[src/rtl/alu_pkg.sv]
// Shared ALU definitions: op-code constants used by the decoder, the ALU and the
// EX/MEM stage, plus the packed pipeline entry carried from EX to MEM.
package alu_pkg;

    localparam int unsigned DataWidth = 16;
    localparam int unsigned RegWidth  = 3;
    localparam int unsigned OpWidth   = 5;

    localparam logic [OpWidth-1:0] OpAdd  = 5'd0;
    localparam logic [OpWidth-1:0] OpSub  = 5'd1;
    localparam logic [OpWidth-1:0] OpAnd  = 5'd2;
    localparam logic [OpWidth-1:0] OpOr   = 5'd3;
    localparam logic [OpWidth-1:0] OpXor  = 5'd4;
    localparam logic [OpWidth-1:0] OpBeqz = 5'd16;
    localparam logic [OpWidth-1:0] OpBnez = 5'd17;
    localparam logic [OpWidth-1:0] OpBltz = 5'd18;
    localparam logic [OpWidth-1:0] OpHalt = 5'd29;

    typedef struct packed {
        logic [OpWidth-1:0]   op;
        logic [DataWidth-1:0] alu_out;
        logic [DataWidth-1:0] st_data;
        logic                 wr_en;
        logic [RegWidth-1:0]  wr_reg;
    } entry_t;

    function automatic logic is_branch(input logic [OpWidth-1:0] op);
        return (op == OpBeqz) || (op == OpBnez) || (op == OpBltz);
    endfunction

endpackage

[src/rtl/ex_skid_buf.sv]
// Two-entry skid buffer (head H, skid S) with EMPTY/ONE/FULL occupancy.
// Ports:
//   clk, rst_n      clock, async active-low reset
//   push            load in_entry this cycle (caller guarantees not FULL)
//   flush           drop everything, next state EMPTY (pop still completes)
//   out_ready       downstream accepts head
//   in_entry        entry to load
//   out_valid       head valid
//   out_entry       head entry
//   full            S valid (registered)
//   full_next       S valid next cycle, for building registered ready upstream
module ex_skid_buf
    import alu_pkg::*;
(
    input  logic   clk,
    input  logic   rst_n,
    input  logic   push,
    input  logic   flush,
    input  logic   out_ready,
    input  entry_t in_entry,
    output logic   out_valid,
    output entry_t out_entry,
    output logic   full,
    output logic   full_next
);

    typedef enum logic [1:0] {StEmpty, StOne, StFull} state_e;

    state_e state_q, state_d;
    entry_t h_q, h_d;
    entry_t s_q, s_d;
    logic   pop;

    assign out_valid = (state_q != StEmpty);
    assign full      = (state_q == StFull);
    assign full_next = (state_d == StFull);
    assign out_entry = h_q;
    assign pop       = out_valid & out_ready;

    always_comb begin
        state_d = state_q;
        h_d     = h_q;
        s_d     = s_q;
        if (flush) begin
            state_d = StEmpty;
        end else begin
            unique case (state_q)
                StEmpty: begin
                    if (push) begin
                        h_d     = in_entry;
                        state_d = StOne;
                    end
                end
                StOne: begin
                    if (push && pop) begin
                        h_d = in_entry;
                    end else if (push) begin
                        s_d     = in_entry;
                        state_d = StFull;
                    end else if (pop) begin
                        state_d = StEmpty;
                    end
                end
                StFull: begin
                    // Upstream ready is low here, so only a pop can happen.
                    if (pop) begin
                        h_d     = s_q;
                        state_d = StOne;
                    end
                end
                default: state_d = StEmpty;
            endcase
        end
    end

    always_ff @(posedge clk or negedge rst_n) begin
        if (!rst_n) begin
            state_q <= StEmpty;
            h_q     <= '0;
            s_q     <= '0;
        end else begin
            state_q <= state_d;
            h_q     <= h_d;
            s_q     <= s_d;
        end
    end

endmodule

[src/rtl/ex_mem_stage.sv]
// EX/MEM pipeline stage: buffers ALU results in a two-entry skid buffer,
// resolves BEQZ/BNEZ/BLTZ at accept, and holds sticky HALT / overflow flags.
// Ports:
//   clk, rst_n                    clock, async active-low reset
//   in_valid/in_ready             upstream handshake (in_ready registered)
//   in_op..in_wr_reg              ALU result, flags and writeback controls
//   flush                         drop buffered entries and this cycle's input
//   out_valid/out_ready           downstream handshake
//   out_op..out_wr_reg            head entry fields
//   redirect/redirect_pc          one-cycle taken-branch pulse and target
//   ofl_err                       sticky signed overflow on ADD/SUB
//   halted                        sticky HALT accepted
module ex_mem_stage
    import alu_pkg::*;
#(
    parameter int unsigned DW = 16,
    parameter int unsigned RW = 3
) (
    input  logic          clk,
    input  logic          rst_n,
    input  logic          in_valid,
    output logic          in_ready,
    input  logic [4:0]    in_op,
    input  logic [DW-1:0] in_alu_out,
    input  logic          in_ofl,
    input  logic          in_zero,
    input  logic          in_sign,
    input  logic [DW-1:0] in_br_target,
    input  logic [DW-1:0] in_st_data,
    input  logic          in_wr_en,
    input  logic [RW-1:0] in_wr_reg,
    input  logic          flush,
    output logic          out_valid,
    input  logic          out_ready,
    output logic [4:0]    out_op,
    output logic [DW-1:0] out_alu_out,
    output logic [DW-1:0] out_st_data,
    output logic          out_wr_en,
    output logic [RW-1:0] out_wr_reg,
    output logic          redirect,
    output logic [DW-1:0] redirect_pc,
    output logic          ofl_err,
    output logic          halted
);

    logic          accept;
    logic          taken;
    logic          full;
    logic          full_next;
    entry_t        in_entry;
    entry_t        head;

    logic          in_ready_q, in_ready_d;
    logic          redirect_q, redirect_d;
    logic [DW-1:0] redirect_pc_q, redirect_pc_d;
    logic          ofl_err_q, ofl_err_d;
    logic          halted_q, halted_d;

    assign accept = in_valid & in_ready_q & ~flush;

    always_comb begin
        taken = ((in_op == OpBeqz) &  in_zero) |
                ((in_op == OpBnez) & ~in_zero) |
                ((in_op == OpBltz) &  in_alu_out[DW-1]);

        in_entry.op      = in_op;
        in_entry.alu_out = in_alu_out;
        in_entry.st_data = in_st_data;
        // Branches flow downstream but must never write a register.
        in_entry.wr_en   = in_wr_en & ~is_branch(in_op);
        in_entry.wr_reg  = in_wr_reg;

        redirect_d    = accept & taken;
        redirect_pc_d = (accept & taken) ? in_br_target : redirect_pc_q;
        ofl_err_d     = ofl_err_q |
                        (accept & ((in_op == OpAdd) | (in_op == OpSub)) & in_sign & in_ofl);
        halted_d      = halted_q | (accept & (in_op == OpHalt));
        // Ready is registered: computed from next occupancy and next halt state.
        in_ready_d    = ~full_next & ~halted_d;
    end

    ex_skid_buf u_skid (
        .clk       (clk),
        .rst_n     (rst_n),
        .push      (accept),
        .flush     (flush),
        .out_ready (out_ready),
        .in_entry  (in_entry),
        .out_valid (out_valid),
        .out_entry (head),
        .full      (full),
        .full_next (full_next)
    );

    always_ff @(posedge clk or negedge rst_n) begin
        if (!rst_n) begin
            in_ready_q    <= 1'b0;
            redirect_q    <= 1'b0;
            redirect_pc_q <= '0;
            ofl_err_q     <= 1'b0;
            halted_q      <= 1'b0;
        end else begin
            in_ready_q    <= in_ready_d;
            redirect_q    <= redirect_d;
            redirect_pc_q <= redirect_pc_d;
            ofl_err_q     <= ofl_err_d;
            halted_q      <= halted_d;
        end
    end

    assign in_ready    = in_ready_q;
    assign redirect    = redirect_q;
    assign redirect_pc = redirect_pc_q;
    assign ofl_err     = ofl_err_q;
    assign halted      = halted_q;

    assign out_op      = head.op;
    assign out_alu_out = head.alu_out;
    assign out_st_data = head.st_data;
    assign out_wr_en   = head.wr_en;
    assign out_wr_reg  = head.wr_reg;

    // S occupancy is already folded into in_ready_q; keep the flag observable.
    logic unused_full;
    assign unused_full = full;

endmodule

[config.mk]
export PLATFORM = sky130hd
export DESIGN_NAME = ex_mem_stage
export DESIGN_NICKNAME = d
export VERILOG_FILES = /design/src/rtl/alu_pkg.sv /design/src/rtl/ex_skid_buf.sv /design/src/rtl/ex_mem_stage.sv
export SDC_FILE = /design/constraint.sdc
export NUM_CORES = 1
export LEC_CHECK = 0
export ABC_AREA = 1
export BUFFER_PORTS_ARGS = -buffer_cell sky130_fd_sc_hd__buf_4
export CORE_UTILIZATION = 50
export DETAILED_ROUTE_END_ITERATION = 16
export GPL_ROUTABILITY_DRIVEN = 0
export PLACE_DENSITY = 0.86
export SLEW_MARGIN = 20
export SYNTH_ARGS = -nofsm -noshare
export SYNTH_HDL_FRONTEND = slang
export SYNTH_SLANG_ARGS = --single-unit
[constraint.sdc]
create_clock -name clk -period 3.3 [get_ports clk]
set_clock_uncertainty 0.15 [all_clocks]
set_input_delay 0.66 -clock clk [delete_from_list [all_inputs] [get_ports clk]]
set_output_delay 0.66 -clock clk [all_outputs]
set_load 0.05 [all_outputs]
# [Word level (Yosys, flattened, before mapping)]
# Cells that the tools add are included.
[totals] out_inout_bits=62 reg_bits=104
[op_classes] n_reduce_logical=9 eq_ne=11 n_bitwise=24 muxes=11
[ops] op="two-way mux 41 bit" count=3
[ops] op="one-hot mux 41 bit (3 select lines)" count=1
[ops] op="equality test 5 bit, second input constant" count=4
[ops] op="AND 1 bit" count=13
[ops] op="two-way mux 2 bit" count=6
[ops] op="NOT 1 bit" count=6
[ops] op="one-hot mux 2 bit (3 select lines)" count=1
[ops] op="equality test 5 x 1 -> 1 bit, second input constant" count=1
[ops] op="zero test 5 bit" count=1
[ops] op="OR 1 bit" count=5
[ops] op="AND reduction 5 bit" count=1
[ops] op="equality test 2 bit, second input constant" count=2
[ops] op="inequality test 2 x 1 -> 1 bit, second input constant" count=2
[ops] op="AND reduction 4 bit" count=1
[ops] op="nonzero test 3 bit" count=1
[ops] op="equality test 2 x 1 -> 1 bit, second input constant" count=1
[ops] op="zero test 2 bit" count=1
[ops] op="logical OR 1 bit" count=2
[ops] op="inequality test 2 bit, second input constant" count=1
[ops] op="nonzero test 2 bit" count=1
[ops] op="logical AND 1 bit" count=1

# [Depth between registers and ports, before layout]
# Gate-level depths: netlist of the first run.
[logic_depth] word_depth=10 depth_mapped=8 depth_no_buf=7

# [Cells and area by module]
# From an unflattened synthesis of the first run, not the netlist that was laid out.
[unflattened] hier_cells=605 area_unflattened_um2=4880.9
[modules_own_cells] mod="ex_skid_buf" seq_area_each_um2=2102.0 area_each_um2=3987.6 cells_each=507 instances=1
[modules_own_cells] mod="ex_mem_stage" seq_area_each_um2=500.5 area_each_um2=893.4 cells_each=98 instances=1

# [Least setup slack after synthesis of the first run]
# OpenSTA, ideal clock, no wires.
[synth_path] path_type="register to register" startpoint="register in_ready_q, in the netlist in_ready" endpoint="register redirect_pc_q[10], in the netlist redirect_pc[10]" stages_incl_launch_ff=7 n_path_buf=1 arrival_time_ns=1.500 required_ns=3.031 period_less_slack_ns=1.769 slack_ns=1.531 path_cell_list="dfrtp_1 nand3_1 nor2_2 nand3_4 buf_2 nand2_1 nand2_1"
[synth_between] elab_chain_cells=3
[synth_lines] element="start: declaration" line="ex_mem_stage.sv:53" source="logic in_ready_q, in_ready_d;"
[synth_lines] element="start signal: assignment" line="ex_mem_stage.sv:103" source="in_ready_q <= in_ready_d;"
[synth_lines] element="AND 1 bit (2 in series)" line="ex_mem_stage.sv:59" source="assign accept = in_valid & in_ready_q & ~flush;"
[synth_lines] element="AND 1 bit" line="ex_mem_stage.sv:74" source="redirect_pc_d = (accept & taken) ? in_br_target : redirect_pc_q;"
[synth_lines] element="end signal: assignment" line="ex_mem_stage.sv:105" source="redirect_pc_q <= redirect_pc_d;"
[synth_lines] element="end: declaration" line="ex_mem_stage.sv:55" source="logic [DW-1:0] redirect_pc_q, redirect_pc_d;"
# Every way passes these cells.
# A chain may end at the register's enable or synchronous reset.

# [Final worst setup path of the first run]
[layout_path] startpoint="register u_skid.state_q[1]" endpoint="output port out_valid"
[layout_between] elab_chain_cells=1
[layout_lines] element="start: declaration" line="ex_skid_buf.sv:29" source="state_e state_q, state_d;"
[layout_lines] element="start signal: assignment" line="ex_skid_buf.sv:78" source="state_q <= StEmpty;"
[layout_lines] element="start signal: assignment" line="ex_skid_buf.sv:82" source="state_q <= state_d;"
[layout_lines] element="nonzero test 2 bit" line="ex_skid_buf.sv:34" source="assign out_valid = (state_q != StEmpty);"
[layout_lines] element="end: declaration" line="ex_mem_stage.sv:33" source="output logic out_valid,"
# Every way passes these cells.

==> summary.md, run 1 <==
| Metric | Value |
|---|---|
| Grt total ovfl | 0 |
| Synth Register Bits | approximately 100 |
| Detail Route Antenna Nets | 0 |
| Syn Nets | 613 |
| Tcrit/Tclk final | between 60% and 70% |
| Top cells by area, synth | dfrtp_1 58%, nand2_1 20%, o21ai_0 4.3% |
| Nets | 727 |
| DRT Wirelength | 10.39 mm |
| # H-tree levels | 3 |
| Power Density | 710.9 mW/mm² |
| Routed len/inst | around 13 µm |
| Layout cells sized above 1 | between 20% and 30% |
| Largest net degree at the start of global routing | 71 |
| Cell accounting for the most synthesized area | dfrtp_1 |
| Post-synth top area share | just under 60% |
| TritonCTS clock tree | done |
| Layout area overhead | 27.05% |
| TritonRoute pass-1 iters | 4 |
| Synthesized area | about 0.0045 mm² |
| FP Rows | 34 |
| Reg clk slew, reported paths | between 0.1 and 0.15 ns |
| Sequential-to-total area share from yosys stat | 57.87% |
| Rel. slew slack | between 40% and 50% |
| Vias in the first global route | about 3800 |
| CP Launch Type | flop |
| Number of fillers in the final layout | roughly 720 |
| Setup TNS after final layout | 0 ns |
| Crit path capture type | output pin |
| First-pass GRT wire length | ~18 mm |
| Diode count | 0 |
| DR DRC count | 0 |
| # setup viols final | 0 |
| RSZ-0062 raised after global routing | false |
| Mean post-synth cell area | 8.206 µm² |
| Chip height | 96.84 µm |
| Post_cts resized | 0 |
| Via density | between 5 and 6 |
| GRT Util Overall | between 20% and 30% |
| VDD IR-drop max | 0.4192 mV |
| Final hold violations | 0 |
| Die width | just under 100 µm |
| Crit Path Max Fanout | 5 |
| Max-cap violation count | 0 |
| Fin Hold WS | 0.1751 ns |
| CP Class | reg2out |
| Period minus WS final | 2.013 ns |
| Status | finished, final reports clean |
| Util after Layout | 65.51% |
| Via count | between 3000 and 4000 |
| Slew Limit Fails | 0 |
| Setup Buffers After CTS | 0 |
| Clk Latency, worst-skew pair | between 0.3 and 0.4 ns |
| Die area | 0.009377 mm² |
| Number of DRC markers in iteration 0 | 175 |
| Fmax | approximately 500 MHz |
| Ports | 127 |
| Synth warn | 0 |
| Post-synthesis cell count | between 500 and 600 |
| Tightest Pin Transition | approximately 0.80 ns |
| Placed wire-length estimate | 7.257 mm |
| CTS sink count | between 100 and 150 |
| Static Leak | around 3.1 nW |
| Worst hold path type | in2async |
| Root buffer cell | clkbuf_8 |
| Num CTS Buffers | 9 |
| Req. time, crit path | around 2.5 ns |
| Area of the core | about 0.0087 mm² |
| Antenna violations before repair | 0 |
| WP data arrival | 1.20 ns |
| Total power | between 4 and 5 mW |
| Post-CTS Hold Buffers | 0 |
| CTS Buffer Depth | 2 |
| # port buffers | around 130 |
| Starting density of the core | around half |
| Number of library cell types mapped by synthesis | 17 |
[registers in the layout, summed over array words and instances, names as in the netlist]
signal and flops:
halted 1, redirect_pc 16, redirect 1, ofl_err 1, in_ready 1, u_skid.s_q 41
u_skid.state_q 2, u_skid.out_entry 41
[per-stage QoR]
stage | instance area (µm²) | worst slack [ns] | std cells
after CTS | 5713 | 1.285 | 775
after global routing | 5713 | 1.178 | 775
final | 5713 | 1.287 | 775
after global placement | 5500 | 1.043 | 759
after floorplan | 4497 | 1.531 | 548
after detailed placement | 5500 | 0.9617 | 759
[worst paths after layout]
check | from | to | slack [ns] | cells after the start
min reg2reg | u_skid.out_entry[39] | u_skid.out_entry[39] | 0.34 | 2
max in group asynchronous | rst_n | u_skid.out_entry[34] | 2.10 | 2
max | u_skid.state_q[1] | out_valid | 1.29 | 3
min in group clk | u_skid.out_entry[39] | u_skid.out_entry[39] | 0.34 | 2
max reg2reg | in_ready | redirect_pc[1] | 1.36 | 5
min | rst_n | u_skid.out_entry[14] | 0.18 | 1
[layout make-up]
type                            instances  area, µm²  share of cell area [%]
Clock inverter                          5      81.33                   1.424
Tap cell                              108      135.1                   2.365
Inverter                               47      176.4                   3.088
Sequential cell                       104       2603                   45.55
Clock buffer                           11      131.4                   2.300
Timing Repair Buffer                  130      988.4                   17.30
Multi-Input combinational cell        370       1598                   27.97
[cells by family after synthesis]
logic type	Yosys count	synth area share (%)
compound gates	86	9.683
buf+inv	74	6.594
flops	104	57.87
simple gates	284	25.85
[synth_stat cells]
cell type and n:
clkbuf_1 12, nand3_1 8, inv_1 42, dfrtp_1 104, nor2_1 16, nand2_1 237
nand4_1 16, nor2_2 2, o21ai_0 39, nand3_2 2, o21bai_1 2, nor2_4 2
inv_2 5, a21oi_1 11, buf_2 15, o21ai_1 34, nand3_4 1
[worst max-delay path, cell delays in order, from the launching register on]
cell and delay (ns):
dfrtp_1 0.40, inv_2 0.12, nand2_1 0.12, buf_4 0.21
[per-layer routing]
metal  track usage, %  routed length (µm)  vias up
li1                 -                   -     1943
met1            30.70                4514     1831
met2            39.06                5186      126
met3            3.613                 527       14
met4            7.807                 161        0
met5                0                   0        -
[power breakdown]
part	switching (mW)	total [mW]	internal, mW
combinational	0.996	1.44	0.439
sequential	0.178	1.77	1.60
clock	0.424	0.852	0.429
total	1.60	4.06	2.46
[layout by cell type, fill, tap and decap left out]
master | synthesis | layout
nand3_2 | 2 | 2
nand3_4 | 1 | 1
inv_2 | 5 | 5
nand2_1 | 237 | 237
nand3_1 | 8 | 8
clkinvlp_4 | 0 | 1
dfrtp_1 | 104 | 104
clkbuf_1 | 12 | 2
clkinv_2 | 0 | 1
nor2_4 | 2 | 2
clkinv_4 | 0 | 1
nor2_2 | 2 | 2
o21bai_1 | 2 | 2
o21ai_1 | 34 | 34
nor2_1 | 16 | 16
o21ai_0 | 39 | 39
bufinv_16 | 0 | 2
inv_1 | 42 | 42
clkbuf_8 | 0 | 9
buf_12 | 0 | 1
buf_4 | 0 | 129
a21oi_1 | 11 | 11
nand4_1 | 16 | 16
Note: power is estimated with default switching activity, not from simulation.
==> inputs of run 2 (changes only) <==
--- a/config.mk
+++ b/config.mk
@@ -5,7 +5,7 @@
 export SDC_FILE = /design/constraint.sdc
 export NUM_CORES = 1
 export LEC_CHECK = 0
-export ABC_AREA = 1
+export ABC_AREA = 0
 export BUFFER_PORTS_ARGS = -buffer_cell sky130_fd_sc_hd__buf_4
 export CORE_UTILIZATION = 50
 export DETAILED_ROUTE_END_ITERATION = 16
==> constraint.sdc (replaced) <==
create_clock -name clk -period 1.9 [get_ports clk]
set_clock_uncertainty 0.15 [all_clocks]
set_input_delay 0.38 -clock clk [delete_from_list [all_inputs] [get_ports clk]]
set_output_delay 0.38 -clock clk [all_outputs]
set_load 0.05 [all_outputs]
==> summary.md, run 2 <==
| Metric | Value |
|---|---|
| Commonest cells after routing, fill and taps aside | 136 x buf_4, 102 x dfrtp_1, 57 x mux2_2 |
| Routed len/inst | 15.96 µm (+19%) |
| FP Rows | 34 (unchanged) |
| Antenna violations before repair | 0 (unchanged) |
| Crit Path Max Fanout | 3 (-2) |
| Slew Limit Fails | 0 (unchanged) |
| Fin Hold WS | 0.09993 ns (-0.07513 ns) |
| Max-cap violation count | 0 (unchanged) |
| # H-tree levels | 3 (unchanged) |
| Die width | 97.47 µm (+0.65%) |
| Via count | 3111 (-21%) |
| Final hold violations | 0 (unchanged) |
| Combinational share of power | 35.5% (about the same) |
| CTS sink count | 104 (unchanged) |
| # setup viols final | 0 (unchanged) |
| DR DRC count | 0 (unchanged) |
| Max Used Layer | met4 |
| WP data arrival | 1.36 ns (+0.16 ns) |
| Via density | 5.246 (+3.9%) |
| Flop pwr share | 42.8% (-0.9 points) |
| Internal Pwr Total | 4.570 mW (+86%) |
| Synth top cells by count | 104 x dfrtp_1, 57 x mux2_2, 45 x nor2_1 |
| Detail Route Antenna Nets | 0 (unchanged) |
| CTS Buffer Depth | 2 (unchanged) |
| Total power | 7.182 mW (+77%) |
| Static Leak | 2.759 nW (-12%) |
| Cell accounting for the most synthesized area | dfrtp_1 |
| Psw | 2.613 mW (+63%) |
| Diode count | 0 (unchanged) |
| Setup TNS after final layout | 0 ns (unchanged) |
| TritonRoute pass-1 iters | 4 (unchanged) |
| Die area | 0.009499 mm² (+1.3%) |
| Root buffer cell | clkbuf_8 |
| Clk Latency, worst-skew pair | 0.36 ns (about the same) |
| Ports | 127 (unchanged) |
| CP Launch Type | flop |
| # port buffers | 126 (unchanged) |
| Layout area overhead | 34.24% |
| Synth warn | 0 (unchanged) |
| Tcrit/Tclk final | ~99% |
| Top cells by area, synth | dfrtp_1 57%, mux2_2 14%, mux2i_1 8.8% |
| WL met2 | 4.808 mm (-7.3%) |
| Number of library cell types mapped by synthesis | 26 (+9) |
| Crit path capture type | output pin |
| VDD IR-drop max | 0.6202 mV (+48%) |
| GRT Util Overall | 20.95% (-2.2 points) |
| Num CTS Buffers | 9 (unchanged) |
| Area of the core | 0.008763 mm² (+0.49%) |
| Grt total ovfl | 0 (unchanged) |
| EDFF count, synth | 0 (unchanged) |
| Tightest Pin Transition | 0.4474 ns (-0.3477 ns) |
| Req. time, crit path | 1.37 ns (-1.12 ns) |
| Sequential-to-total area share from yosys stat | 57.11% (-0.76 points) |
| Sw Ratio | 36.38% (-3.0 points) |
| Layout cells sized above 1 | 57.73% (+34 points) |
| Number of DRC markers in iteration 0 | 84 (-52%) |
| RSZ-0062 raised after global routing | true |
| Main synth FF type | dfrtp_1 |
| Reg clk slew, reported paths | 0.10 ns (about the same) |
| Post-synthesis cell count | 335 (-39%) |
| TritonCTS clock tree | done |
| Vias in the first global route | 3278 (-13%) |
| Clock power share | 21.6% (+0.6 points) |
| Status | finished, final reports clean |
| Hold_sp | in_br_target[10] |
| Routed wl met3 | 441 µm (-16%) |
| Syn Nets | 400 (-35%) |
| FF-to-FF Start | u_skid.state_q[0] |
| Rel. slew slack | 70.07% (+23 points) |
| Mean post-synth cell area | 13.60 µm² (+66%) |
| R2r setup slk | 0.02 ns (-1.34 ns) |
| Post-synth top area share | 57.11% (-0.76 points) |
| Number of fillers in the final layout | 611 (-15%) |
| Worst flop-to-flop path endpoint | u_skid.out_entry[11] |
| First-pass GRT wire length | 15.61 mm (-11%) |
| Met1 WL | 4.081 mm (-9.6%) |
| Post-synth ARST share | 100.0% (unchanged) |
| Util after Layout | 69.80% (+4.3 points) |
| Nets | 545 (-25%) |
| Largest net degree at the start of global routing | 44 (-38%) |
| Most common cell after layout, fill and taps aside | buf_4 |
| Chip height | 97.47 µm (+0.65%) |
| Synthesized area | 0.004557 mm² (+1.3%) |
| Power Density | 1174 mW/mm² (+65%) |
| Placed wire-length estimate | 6.595 mm (-9.1%) |
| DRT Wirelength | 9.466 mm (-8.9%) |
| Starting density of the core | 52.00% (+0.44 points) |
| Period minus WS final | ~1.9 ns |
| Reg2Reg Depth | 6 (+1) |
| Fmax | between 500 and 600 MHz |
| Synth Register Bits | 104 (unchanged) |
| Most frequent cell after synthesis | dfrtp_1 |
| CP Class | reg2out |
| WHS Endpoint | redirect_pc[10] |
| Worst hold path type | in2reg |
| Hold Path Depth | 2 |
run 2: changes by cell type after synthesis, moves of 10 or more:
cell | before | now
a21oi_1 | 11 | 1
a21oi_2 | 0 | 39
buf_6 | 0 | 13
clkbuf_1 | 12 | 0
inv_1 | 42 | 2
mux2_2 | 0 | 57
mux2i_1 | 0 | 40
nand2_1 | 237 | 6
nand4_1 | 16 | 0
nor2_1 | 16 | 45
o21ai_0 | 39 | 3
o21ai_1 | 34 | 0
run 2: final cells by class:
cell class	instances	area, µm²	area share, %
inverters	2	7.507	0.1227
clock buffers	12	155.1	2.536
well taps	108	135.1	2.209
multi-input cells	210	1813	29.64
clock inverters	4	76.32	1.248
flip-flops and latches	104	2605	42.59
repair buffers	153	1325	21.66
run 2: cells by family (layout without fill, tap and decap cells):
family | count (synthesis) | in the layout | share of synthesized area (%)
xor+xnor | 1 | 1 | 0.1922
flops | 104 | 104 | 57.11
mux | 97 | 97 | 22.87
compound gates | 48 | 48 | 9.226
buf+inv | 21 | 171 | 4.036
simple gates | 64 | 64 | 6.562
run 2: routing by layer:
| layer | global-route usage [%] | vias up |
|---|---|---|
| met5 | 0 | - |
| met4 | 7.579 | 0 |
| met3 | 4.317 | 11 |
| met2 | 35.56 | 81 |
| met1 | 26.58 | 1561 |
| li1 | - | 1458 |
run 2: power groups by stage:
stage               logic [mW]  registers, mW  clock network (mW)
finish                    2.55           3.08                1.55
global route              2.69           3.15                1.68
CTS                       2.57           3.07                1.58
detailed placement        2.54           3.12                   0
global placement          2.47           3.07                   0
floorplan                0.742           4.04                   0
run 2: how the worst max path moves through the flow:
stage / startpoint / endpoint / cells past startpoint
4_1_cts: u_skid.state_q[1] / out_valid / 4
3_3_place_gp: in_valid / u_skid.out_entry[11] / 6
5_1_grt: u_skid.state_q[0] / u_skid.out_entry[26] / 6
3_5_place_dp: in_valid / u_skid.out_entry[11] / 6
6_report: u_skid.state_q[1] / out_valid / 4
2_1_floorplan: in_ready / u_skid.out_entry[0] / 5
run 2: what timing repair did:
| action | in CTS | in global routing |
|---|---|---|
| buffers inserted | 3 | 0 |
| gates resized for setup | 10 | 7 |
| pin swaps | 3 | 2 |
| endpoints found under the hold margin | 22 | 0 |
| setup endpoints to repair | 41 | 71 |
| hold buffers | 1 | 0 |
| cloned | 1 | 1 |
run 2: critical path, cell delays in order, from the launching register on:
cell     delay [ns]
dfrtp_1        0.41
buf_6          0.12
buf_6          0.10
or2_4          0.22
buf_8          0.15
run 2: metrics by stage:
step,area [µm²],instances,setup WS (ns)
floorplan,4569,335,-0.01551
global placement,5748,572,-0.1200
detailed placement,5748,572,-0.2202
CTS,6083,592,-0.01283
global route,6117,593,-0.03425
finish,6117,593,0.009562
